<file path="src/rtl/vpu_pkg.sv">
// Shared types and constants for the systolic operand path.
// The default data width matches the MAC cell.
package vpu_pkg;

    localparam int VPU_DATA_WIDTH = 8;

    typedef enum logic [2:0] {
        IDLE,
        CLEAR,
        STREAM,
        FLUSH,
        DONE
    } feeder_state_e;

    // Zero beats needed to push the last product through the far corner cell.
    function automatic int flush_cycles(input int n);
        return 2 * n - 1;
    endfunction

endpackage

</file>
<file path="src/rtl/systolic_operand_feeder_skew_line.sv">
// Enable-gated delay line: one lane of the diagonal operand skew.
// Output q is the oldest of DEPTH stored samples.
module skew_line
    import vpu_pkg::*;
#(
    parameter int DATA_WIDTH = VPU_DATA_WIDTH,
    parameter int DEPTH      = 1
) (
    input  logic                  clk,
    input  logic                  rst,
    input  logic                  shift,
    input  logic [DATA_WIDTH-1:0] d,
    output logic [DATA_WIDTH-1:0] q
);

    logic [DATA_WIDTH-1:0] r_stage [DEPTH];

    always_ff @(posedge clk) begin
        if (!rst) begin
            for (int i = 0; i < DEPTH; i++) r_stage[i] <= '0;
        end else if (shift) begin
            r_stage[0] <= d;
            for (int i = 1; i < DEPTH; i++) r_stage[i] <= r_stage[i-1];
        end
    end

    assign q = r_stage[DEPTH-1];

endmodule

</file>
<file path="src/rtl/systolic_operand_feeder.sv">
// Feeds skewed A/B operand lanes into an N x N systolic MAC array,
// sequencing clear, streaming, zero-flush and a done pulse per job.
module systolic_operand_feeder
    import vpu_pkg::*;
#(
    parameter int DATA_WIDTH = VPU_DATA_WIDTH,
    parameter int N          = 4,
    parameter int K_WIDTH    = 16
) (
    input  logic                    clk,
    input  logic                    rst,
    input  logic                    start,
    input  logic [K_WIDTH-1:0]      k_len,
    input  logic                    in_valid,
    output logic                    in_ready,
    input  logic [N*DATA_WIDTH-1:0] a_vec,
    input  logic [N*DATA_WIDTH-1:0] b_vec,
    output logic [N*DATA_WIDTH-1:0] out_left,
    output logic [N*DATA_WIDTH-1:0] out_top,
    output logic                    arr_en,
    output logic                    arr_clr,
    output logic                    busy,
    output logic                    done
);

    localparam int              FLUSH_CYCLES = flush_cycles(N);
    localparam int              FC_W         = $clog2(2 * N);
    localparam logic [FC_W-1:0] FLUSH_LAST   = FC_W'(FLUSH_CYCLES - 1);

    feeder_state_e r_state;
    feeder_state_e w_next;

    logic [K_WIDTH-1:0]      r_klen;
    logic [K_WIDTH-1:0]      r_beat;
    logic [FC_W-1:0]         r_flush;
    logic                    r_arr_en;
    logic                    w_advance;
    logic                    w_last_beat;
    logic [N*DATA_WIDTH-1:0] w_a_in;
    logic [N*DATA_WIDTH-1:0] w_b_in;

    assign w_advance   = ((r_state == STREAM) && in_valid) || (r_state == FLUSH);
    assign w_last_beat = (r_beat == r_klen - K_WIDTH'(1));

    // Outside STREAM the lines are fed zeros so the flush drains the array.
    assign w_a_in = (r_state == STREAM) ? a_vec : '0;
    assign w_b_in = (r_state == STREAM) ? b_vec : '0;

    always_ff @(posedge clk) begin
        if (!rst) r_state <= IDLE;
        else      r_state <= w_next;
    end

    always_comb begin
        w_next = r_state;
        case (r_state)
            IDLE:    if (start) w_next = CLEAR;
            CLEAR:   w_next = (r_klen == '0) ? DONE : STREAM;
            STREAM:  if (w_advance && w_last_beat) w_next = FLUSH;
            FLUSH:   if (r_flush == FLUSH_LAST) w_next = DONE;
            DONE:    w_next = IDLE;
            default: w_next = IDLE;
        endcase
    end

    always_ff @(posedge clk) begin
        if (!rst) begin
            r_klen   <= '0;
            r_beat   <= '0;
            r_flush  <= '0;
            r_arr_en <= 1'b0;
        end else begin
            // Enable is delayed one cycle to line up with the skew line outputs.
            r_arr_en <= w_advance;
            if (r_state == IDLE && start) r_klen <= k_len;
            if (r_state == CLEAR)
                r_beat <= '0;
            else if (r_state == STREAM && w_advance)
                r_beat <= r_beat + K_WIDTH'(1);
            r_flush <= (r_state == FLUSH) ? r_flush + FC_W'(1) : '0;
        end
    end

    for (genvar g = 0; g < N; g++) begin : g_lane
        skew_line #(.DATA_WIDTH(DATA_WIDTH), .DEPTH(g + 1)) u_skew_a (
            .clk   (clk),
            .rst   (rst),
            .shift (w_advance),
            .d     (w_a_in[g*DATA_WIDTH +: DATA_WIDTH]),
            .q     (out_left[g*DATA_WIDTH +: DATA_WIDTH])
        );
        skew_line #(.DATA_WIDTH(DATA_WIDTH), .DEPTH(g + 1)) u_skew_b (
            .clk   (clk),
            .rst   (rst),
            .shift (w_advance),
            .d     (w_b_in[g*DATA_WIDTH +: DATA_WIDTH]),
            .q     (out_top[g*DATA_WIDTH +: DATA_WIDTH])
        );
    end

    assign in_ready = (r_state == STREAM);
    assign arr_clr  = (r_state == CLEAR);
    assign done     = (r_state == DONE);
    assign busy     = (r_state != IDLE);
    assign arr_en   = r_arr_en;

endmodule

</file>
<file path="config.mk">
export PLATFORM = sky130hd
export DESIGN_NAME = systolic_operand_feeder
export DESIGN_NICKNAME = d
export VERILOG_FILES = /design/src/rtl/vpu_pkg.sv /design/src/rtl/systolic_operand_feeder_skew_line.sv /design/src/rtl/systolic_operand_feeder.sv
export SDC_FILE = /design/constraint.sdc
export NUM_CORES = 1
export LEC_CHECK = 0
export ABC_AREA = 1
export BUFFER_PORTS_ARGS = -buffer_cell sky130_fd_sc_hd__buf_2
export CORE_ASPECT_RATIO = 1.75
export CORE_UTILIZATION = 35
export CTS_BUF_LIST = sky130_fd_sc_hd__clkbuf_8
export CTS_CLUSTER_SIZE = 24
export DETAILED_ROUTE_END_ITERATION = 10
export SLEW_MARGIN = 20
export SYNTH_ARGS = -nofsm -noshare
export SYNTH_HDL_FRONTEND = slang
export SYNTH_HIERARCHICAL = 1
export SYNTH_SLANG_ARGS = --single-unit
</file>
<file path="constraint.sdc">
create_clock -name clk -period 3.55 [get_ports clk]
set_clock_uncertainty 0.2 [all_clocks]
set_input_delay 1.065 -clock clk [delete_from_list [all_inputs] [get_ports clk]]
set_output_delay 1.065 -clock clk [all_outputs]
set_load 0.02 [all_outputs]
</file>
==> results of run 1 <==
## cell type report
class                   instances  share of cell area, %
diodes                          1                 0.0228
clock inverters                14                   1.23
inverters                     293                   10.0
repair buffers                164                   7.98
clock buffers                  18                   2.26
flip-flops and latches        199                   50.9
well taps                     369                   4.21
multi-input cells             502                   23.4
## metrics by stage
step / hold WS (ns) / setup slack [ns]
2_1_floorplan: 0.217 / 0.607
3_3_place_gp: 0.230 / 0.543
3_5_place_dp: 0.255 / 0.518
4_1_cts: 0.270 / 0.820
5_1_grt: 0.289 / 0.748
6_report: 0.267 / 0.872
## registers in the layout (all words and copies together) (netlist names)
name / cells
r_beat: 16
r_flush: 3
g_lane.u_skew_b/r_stage: 80
r_state: 3
r_klen: 16
arr_en: 1
g_lane.u_skew_a/r_stage: 80
## power by group through the flow
stage,Sequential (W),Clock [W],Combinational [W]
finish,0.00324,0.00144,0.00218
CTS,0.00325,0.00151,0.00222
floorplan,0.00336,0,0.00162
global placement,0.00329,0,0.00219
detailed placement,0.00330,0,0.00221
global route,0.00330,0.00158,0.00245
## worst paths after layout
kind | startpoint | end | slack (ns)
worst max-delay path | r_state[0] | busy | 0.87
worst min-delay path | r_flush[0] | r_flush[0] | 0.27
worst max register to register | r_state[0] | g_lane[1].u_skew_b/r_stage[0][12] | 1.06
worst min register to register | r_flush[0] | r_flush[0] | 0.27
## Yosys cell counts, drive strengths merged
master | n | area (µm²)
a21oi | 26 | 130
buf | 46 | 383
nor2 | 273 | 1440
nand4 | 4 | 25.0
a31oi | 1 | 6.26
xnor2 | 3 | 26.3
nor4 | 1 | 6.26
ha | 4 | 50.1
inv | 293 | 1100
clkbuf | 11 | 41.3
o21ai | 26 | 130
nand2 | 122 | 498
o21a | 1 | 7.51
nand3 | 24 | 125
edfxtp | 160 | 4800
nor3b | 1 | 7.51
xor2 | 10 | 87.6
dfxtp | 39 | 781
and2 | 1 | 6.26
nor3 | 5 | 25.0
## logic make-up after synthesis
kind of cell | after synthesis
AO/OA/AOI/OAI | 54
AND/OR/NAND/NOR | 431
buffers and inverters | 350
XOR/XNOR | 13
adder cells (fa/ha/maj) | 4
flip-flops | 199
## per-layer routing
layer	vias up	track usage (%)	wire length [µm]	share of wire (%)
li1	3341	-	-	-
met1	2861	15.0	7460	40
met2	152	23.8	9490	51
met3	32	3.84	868	4.7
met4	2	7.48	640	3.5
met5	-	0	9	0.049
## worst max-delay path: stages, from the launching register on
cell	delay, ns
dfxtp_1	0.41
inv_2	0.06
nand2_2	0.13
inv_1	0.07
nand2_1	0.08
buf_2	0.17
==> flow_summary.yaml, run 1 <==
critical_path:
  end_kind: "primary output"
  cp.arrival_ns: 1.41
  worstSetupStartpointType: "register"
  path_class: "reg2out"
  worstPathMaxFanout: 4
  rr_worst_depth: 8
  worstPathRequired_ns: 2.28
global_route:
  grt_pass1_vias: 5987
  grt_pass1_wl_um: 29300
  grt_use_total_pct: 13.8
  grt_max_degree: 66
  antenna_found_initial: 2
  gr-total-overflow: 0
floorplanning:
  dieHeight_um: 222
  initial_core_util_pct: 35.5
  ios: 153
  dieArea_mm2: 0.0283
  rows: 80
  die_w_um: 128
  core_mm2: 0.0272
synthesis:
  syn_area_mm2: 0.00968
  synth_xor_xnor_area_share_pct: 1.18
  yosysWarnings: 6
  synth_compound_area_share_pct: 2.83
  synth-simple-area-share_pct: 22.0
  synth_adder_area_share_pct: 0.517
  synth_top_family_by_area: "simple AND/OR/NAND/NOR gates"
  synthMuxAreaShare_pct: 0
  ys_ff_latch: 199
  synth_seq_area_share_pct: 57.7
  synth.distinct_cells: 29
  syn_avg_cell_area_um2: 9.21
  synthCells: 1051
  synth.net_count: 1139
drt:
  drt-initial-drc-count: 289
  drt_first_pass_iters: 5
  routedWlPerCell_um: 11.8
  routed_via_density: 4.09
  drtAntennaViolNets: 0
  vias: 6388
  drc: 0
  wl_um: 18500
power_and_ir_drop:
  p_total_w: 0.00687
  peakVddDrop_v: 0.000450
  switching_share_pct: 37.2
  pwr-share-seq_pct: 47.3
  power_frac_comb_pct: 31.8
  p_switching_w: 0.00255
  internal_power_w: 0.00431
  leakage_nw: 4.80
  power_frac_clock_pct: 21.0
  power_density_mw_per_mm2: 626
clocking:
  clk_path_buf_depth: 2
  cts_tree: "yes"
  cts_setup_buffers: 0
  clkTransAtPathRegs_ns: 0.10
  clkLatencyLatePin_ns: 0.49
  cts_resized: 0
  clockRootBuffer: "clkbuf_8"
  cts_made_buffers: 17
  cts_hold_repair.buffers: 0
  htree_levels: 4
  cts.sinks: 199
worst_hold_path:
  hold_class: "reg2reg"
  hold_depth: 1
placed_design:
  io_buffers: 152
  dp_hpwl_um: 13400
  gp_congestion: 0.810
  dp.cells: 1527
  placement.cell_area_mm2: 0.0106
timing:
  worst_pin_slew_ns: 0.687
  relSlewSlack_pct: 54.0
  period_minus_slack_ns: 2.68
  rsz0062_at_grt: "false"
  slew_violations: 0
  fin_crit_sh_pct: 75.4
  fmax_ghz: 0.373
  setup_viol: 0
  setup_tns_ns: 0
  final_hold_viol_count: 0
finish:
  final_common_cell: "inv_1"
  mostFrequentLayoutCells: "292 x inv_1, 160 x edfxtp_1, 152 x buf_2"
  area_delta_synth_final_pct: 13.4
  fin_cells: 1560
  seq_area_mm2: 0.00559
  nNetsFinal: 1265
  final_core_util_pct: 40.3
  fillers: 2808
  stdcell_area_mm2: 0.0110
  drive_gt1_share_pct: 28.3
  multiInputGateArea_mm2: 0.00257
run:
  cap_violations: 0
outcome:
  status: "finished, final reports clean"
Power figures use the tool's default switching activity.
==> inputs of run 2 (changes only) <==
--- a/config.mk
+++ b/config.mk
@@ -5,7 +5,7 @@
 export SDC_FILE = /design/constraint.sdc
 export NUM_CORES = 1
 export LEC_CHECK = 0
-export ABC_AREA = 1
+export ABC_AREA = 0
 export BUFFER_PORTS_ARGS = -buffer_cell sky130_fd_sc_hd__buf_2
 export CORE_ASPECT_RATIO = 1.75
 export CORE_UTILIZATION = 35
==> constraint.sdc (replaced) <==
create_clock -name clk -period 2.5 [get_ports clk]
set_clock_uncertainty 0.2 [all_clocks]
set_input_delay 0.75 -clock clk [delete_from_list [all_inputs] [get_ports clk]]
set_output_delay 0.75 -clock clk [all_outputs]
set_load 0.02 [all_outputs]
==> run 2 against run 1 <==
Synthesized cell count is 31% lower. Routed wire length rose by 2.1%. First-iteration DRC count up 38%. Critical path type unchanged. Via count shrank 9.9%. Hold slack got worse by 0.016 ns. Combinational power rose by 22%. Setup slack got worse by 0.80 ns. Non-clock buffer count increased by 18. Clock power up 39%. Final cell count fell by 24%. Utilization is 1.0 points higher.
==> flow_summary.yaml, run 2 <==
power_and_ir_drop:
  power_frac_clock_pct: 21.8
  peakVddDrop_v: 0.000442
  leakage_nw: 4.62
  switching_share_pct: 32.5
  pwr-share-seq_pct: 49.0
  power_frac_comb_pct: 29.1
  p_switching_w: 0.00297
  power_density_mw_per_mm2: 878
  internal_power_w: 0.00618
floorplanning:
  core_mm2: 0.0252
  dieArea_mm2: 0.0264
  initial_core_util_pct: 35.6
  rows: 77
  dieHeight_um: 214
  ios: 153
  die_w_um: 123
finish:
  mostFrequentLayoutCells: "160 x edfxtp_1, 149 x buf_2, 84 x and3_2"
  reg_top3: "g_lane.u_skew_a/r_stage: 80 flops, g_lane.u_skew_b/r_stage: 80 flops"
  area_delta_synth_final_pct: 15.9
  multiInputGateArea_mm2: 0.00298
  final_common_cell: "edfxtp_1"
  seq_area_mm2: 0.00559
  nNetsFinal: 942
  fillers: 2446
  antennaDiodeCount: 0
  drive_gt1_share_pct: 37.1
global_route:
  grt_max_degree: 101
  antenna_found_initial: 1
  gr-total-overflow: 0
  grt_use_total_pct: 15.0
  grt_pass1_wl_um: 29500
  grt_pass1_vias: 5534
timing:
  slew_violations: 0
  relSlewSlack_pct: 57.7
  fmax_ghz: 0.413
  period_minus_slack_ns: 2.42
  setup_viol: 0
  fin_crit_sh_pct: 96.9
  fin_hold_ws_ns: 0.251
  setup_tns_ns: 0
  worst_pin_slew_ns: 0.635
  rsz0062_at_grt: "true"
  final_hold_viol_count: 0
synthesis:
  ys_ff_latch: 199
  async_flop_share_pct: 0
  yosys-top-cells-count: "160 x edfxtp_1, 84 x and3_2, 79 x and3_1, 66 x and2_1, 46 x nand2_1"
  syn_avg_cell_area_um2: 12.4
  synth-edff-count: 160
  yosys.area.top_type_share_pct: 53.4
  synth.distinct_cells: 54
  synthCells: 727
  synth.largest_area_cell: "edfxtp_1"
  yosysWarnings: 6
  post-synth-top-count-cell: "edfxtp_1"
  synth-main-ff-cell: "edfxtp_1"
  synth_seq_area_share_pct: 62.1
  synth_area_leaders: "edfxtp_1 53%, dfxtp_1 8.7%, and3_2 7.0%"
  synth.net_count: 815
  syn_area_mm2: 0.00900
critical_path:
  worstPathMaxFanout: 7
  worstSetupStartpointType: "register"
  end_kind: "primary output"
  path_class: "reg2out"
  worstPathRequired_ns: 1.55
  cp.arrival_ns: 1.47
placed_design:
  io_buffers: 152
  dp_hpwl_um: 13100
  gp_congestion: 0.862
clocking:
  clockRootBuffer: "clkbuf_8"
  cts_tree: "yes"
  cts.sinks: 199
  clkLatencyLatePin_ns: 0.49
  htree_levels: 4
  cts_made_buffers: 17
  clk_path_buf_depth: 2
  clkTransAtPathRegs_ns: 0.10
drt:
  routedWlPerCell_um: 15.9
  routed_via_density: 4.86
  drt_first_pass_iters: 4
  wl_um: 18900
  drtAntennaViolNets: 0
  drc: 0
  drt-initial-drc-count: 399
  vias: 5755
worst_hold_path:
  hold_class: "reg2reg"
run:
  cap_violations: 0
outcome:
  status: "finished, final reports clean"
[run 2: path summary, 6_finish.rpt]
path,from,endpoint,slack (ns),depth (start not counted)
max,r_state[1],busy,0.08,4
min,r_flush[0],r_flush[0],0.25,1
max reg2reg,r_klen[1],r_state[0],0.14,8
min reg2reg,r_flush[0],r_flush[0],0.25,1
[run 2: power groups by stage]
stage	sequential (W)	clock [W]	combinational, W
final	0.00449	0.00200	0.00267
after global routing	0.00455	0.00219	0.00295
after CTS	0.00450	0.00208	0.00264
after detailed placement	0.00457	0	0.00260
after global placement	0.00455	0	0.00258
after floorplan	0.00460	0	0.00177
[run 2: through the flow]
stage | util [%] | cell area [µm²] | std cells | total power (W) | setup slack, ns
5_1_grt | 41.3 | 10400 | 1183 | 0.00969 | -0.0275
3_3_place_gp | 39.5 | 9980 | 1148 | 0.00713 | 0.0727
4_1_cts | 41.1 | 10400 | 1181 | 0.00922 | 0.0145
2_1_floorplan | - | 9050 | 727 | 0.00638 | -0.145
3_5_place_dp | 39.5 | 9980 | 1148 | 0.00717 | 0.0377
6_report | 41.3 | 10400 | 1183 | 0.00915 | 0.0770
[run 2: critical path, cell delays in order (launching register included)]
cell and delay [ns]:
dfxtp_2 0.36, buf_4 0.17, nor3_4 0.23, inv_2 0.06, buf_4 0.16
[run 2: cells by family after synthesis]
| kind of cell | Yosys count | synth area share [%] |
|---|---|---|
| flops | 199 | 62.1 |
| mux | 1 | 0.111 |
| simple gates | 365 | 24.5 |
| fa+ha+maj | 4 | 0.556 |
| compound gates | 43 | 3.59 |
| buf+inv | 81 | 5.84 |
| xor+xnor | 34 | 3.31 |
[run 2: what timing repair did]
| action | CTS | global route |
|---|---|---|
| setup endpoints to repair | 4 | 5 |
| pin swaps | 1 | 0 |
| hold buffers | 0 | 0 |
| setup buffers | 1 | 2 |
| gates resized for setup | 6 | 8 |
[run 2: layer usage]
metal  share of wire, %  track usage, %  wire (µm)
met2                 53            26.1      10000
met1                 39            16.9       7350
met4                3.2            7.99        597
met5              0.090               0         17
met3                4.5            3.16        845
[run 2: cell type report]
cell class / count / share of cell area (%)
multi-input cells: 447 / 28.5
flip-flops and latches: 199 / 53.6
inverters: 7 / 0.252
clock inverters: 15 / 1.31
well taps: 316 / 3.79
repair buffers: 182 / 10.2
clock buffers: 17 / 2.24
==> inputs of run 3 (changes only) <==
--- a/config.mk
+++ b/config.mk
@@ -12,6 +12,7 @@
 export CTS_BUF_LIST = sky130_fd_sc_hd__clkbuf_8
 export CTS_CLUSTER_SIZE = 24
 export DETAILED_ROUTE_END_ITERATION = 10
+export MAX_ROUTING_LAYER = met4
 export SLEW_MARGIN = 20
 export SYNTH_ARGS = -nofsm -noshare
 export SYNTH_HDL_FRONTEND = slang
==> run 3 against run 2 <==
Global-route usage rose by 0.45 points. Combinational power barely moved. Sequential power barely moved. Register-to-register slack barely moved. Largest power group unchanged.
==> flow_summary.yaml, run 3 (synthesis gave the netlist of run 2 again) <==
power_and_ir_drop:
  power_density_mw_per_mm2: 877
  p_total_w: 0.00915
  pwr-share-seq_pct: 49.0
  power_frac_comb_pct: 29.1
  peakVddDrop_v: 0.000443
  switching_share_pct: 32.5
  p_switching_w: 0.00297
  internal_power_w: 0.00618
  leakage_nw: 4.62
  power_frac_clock_pct: 21.9
timing:
  setup_tns_ns: 0
  period_minus_slack_ns: 2.42
  rsz0062_at_grt: "true"
  relSlewSlack_pct: 58.0
  fin_hold_ws_ns: 0.251
  worst_pin_slew_ns: 0.631
  fin_crit_sh_pct: 96.8
  setup_viol: 0
  final_hold_viol_count: 0
  slew_violations: 0
  fmax_ghz: 0.413
drt:
  vias: 5766
  drt-initial-drc-count: 405
  drc: 0
  wl_um: 18900
  drt_first_pass_iters: 4
  routed_via_density: 4.87
  routedWlPerCell_um: 15.9
  drtAntennaViolNets: 0
critical_path:
  worstPathMaxFanout: 7
  path_class: "reg2out"
  worstSetupStartpointType: "register"
  cp.arrival_ns: 1.47
  worstPathRequired_ns: 1.55
  end_kind: "primary output"
finish:
  fillers: 2445
  area_delta_synth_final_pct: 15.9
  final_common_cell: "edfxtp_1"
  nNetsFinal: 942
  reg_top3: "g_lane.u_skew_a/r_stage: 80 flops, g_lane.u_skew_b/r_stage: 80 flops"
  multiInputGateArea_mm2: 0.00298
  final_core_util_pct: 41.3
  fin_cells: 1184
  seq_area_mm2: 0.00559
  drive_gt1_share_pct: 37.1
  mostFrequentLayoutCells: "160 x edfxtp_1, 149 x buf_2, 84 x and3_2"
placed_design:
  dp_hpwl_um: 13100
  dp.cells: 1148
  io_buffers: 152
  gp_congestion: 0.876
global_route:
  antenna_found_initial: 1
  grt_pass1_vias: 5557
  grt_use_total_pct: 15.5
  grt_pass1_wl_um: 29500
  grt_max_degree: 101
  gr-total-overflow: 0
floorplanning:
  initial_core_util_pct: 35.6
  rows: 77
  die_w_um: 123
  ios: 153
  core_mm2: 0.0252
  dieArea_mm2: 0.0264
  dieHeight_um: 214
clocking:
  cts_made_buffers: 17
  htree_levels: 4
  clockRootBuffer: "clkbuf_8"
  clk_path_buf_depth: 2
  clkLatencyLatePin_ns: 0.49
  cts_tree: "yes"
  cts.sinks: 199
  clkTransAtPathRegs_ns: 0.10
run:
  cap_violations: 0
worst_hold_path:
  hold_class: "reg2reg"
outcome:
  status: "finished, final reports clean"
==> run 3: final timing paths <==
path,endpoint,depth (start not counted),slack [ns],startpoint
worst max register to register,r_state[0],8,0.15,r_klen[1]
worst max-delay path,busy,4,0.08,r_state[1]
worst min-delay path,r_flush[0],1,0.25,r_flush[0]
worst min register to register,r_flush[0],1,0.25,r_flush[0]
==> run 3: stage by stage <==
stage                     setup slack, ns  instance area [µm²]
after CTS                          0.0145                10400
after global routing              -0.0302                10400
after global placement             0.0727                 9980
after floorplan                    -0.145                 9050
final                              0.0794                10400
after detailed placement           0.0377                 9980
==> run 3: power by group through the flow <==
stage	registers [W]	clock network, W	logic [W]
2_1_floorplan	0.00460	0	0.00177
3_5_place_dp	0.00457	0	0.00260
6_report	0.00449	0.00200	0.00266
4_1_cts	0.00450	0.00208	0.00264
3_3_place_gp	0.00455	0	0.00258
5_1_grt	0.00455	0.00220	0.00295
==> run 3: cell type report <==
type                            count  area share, %
Tap cell                          316           3.79
Sequential cell                   199           53.6
Clock inverter                     15           1.31
Multi-Input combinational cell    447           28.5
Clock buffer                       17           2.24
Timing Repair Buffer              182           10.2
Inverter                            7          0.252
Antenna cell                        1         0.0240
==> run 3: worst max-delay path, stage by stage, from the launching register on <==
cell and delay (ns):
dfxtp_2 0.36, buf_4 0.17, nor3_4 0.23, inv_2 0.07, buf_4 0.16
==> run 3: metal layers <==
layer / GRT usage (%) / wire length (µm) / vias up
li1: - / - / 2827
met1: 16.9 / 7540 / 2781
met2: 26.2 / 10100 / 130
met3: 3.43 / 699 / 28
met4: 7.39 / 532 / 0
met5: - / 0 / -
==> run 3: what timing repair did <==
action,in CTS,in global routing
setup buffers,1,2
gates resized for setup,6,8
hold buffers,0,0
pin swaps,1,0
setup endpoints to repair,4,5
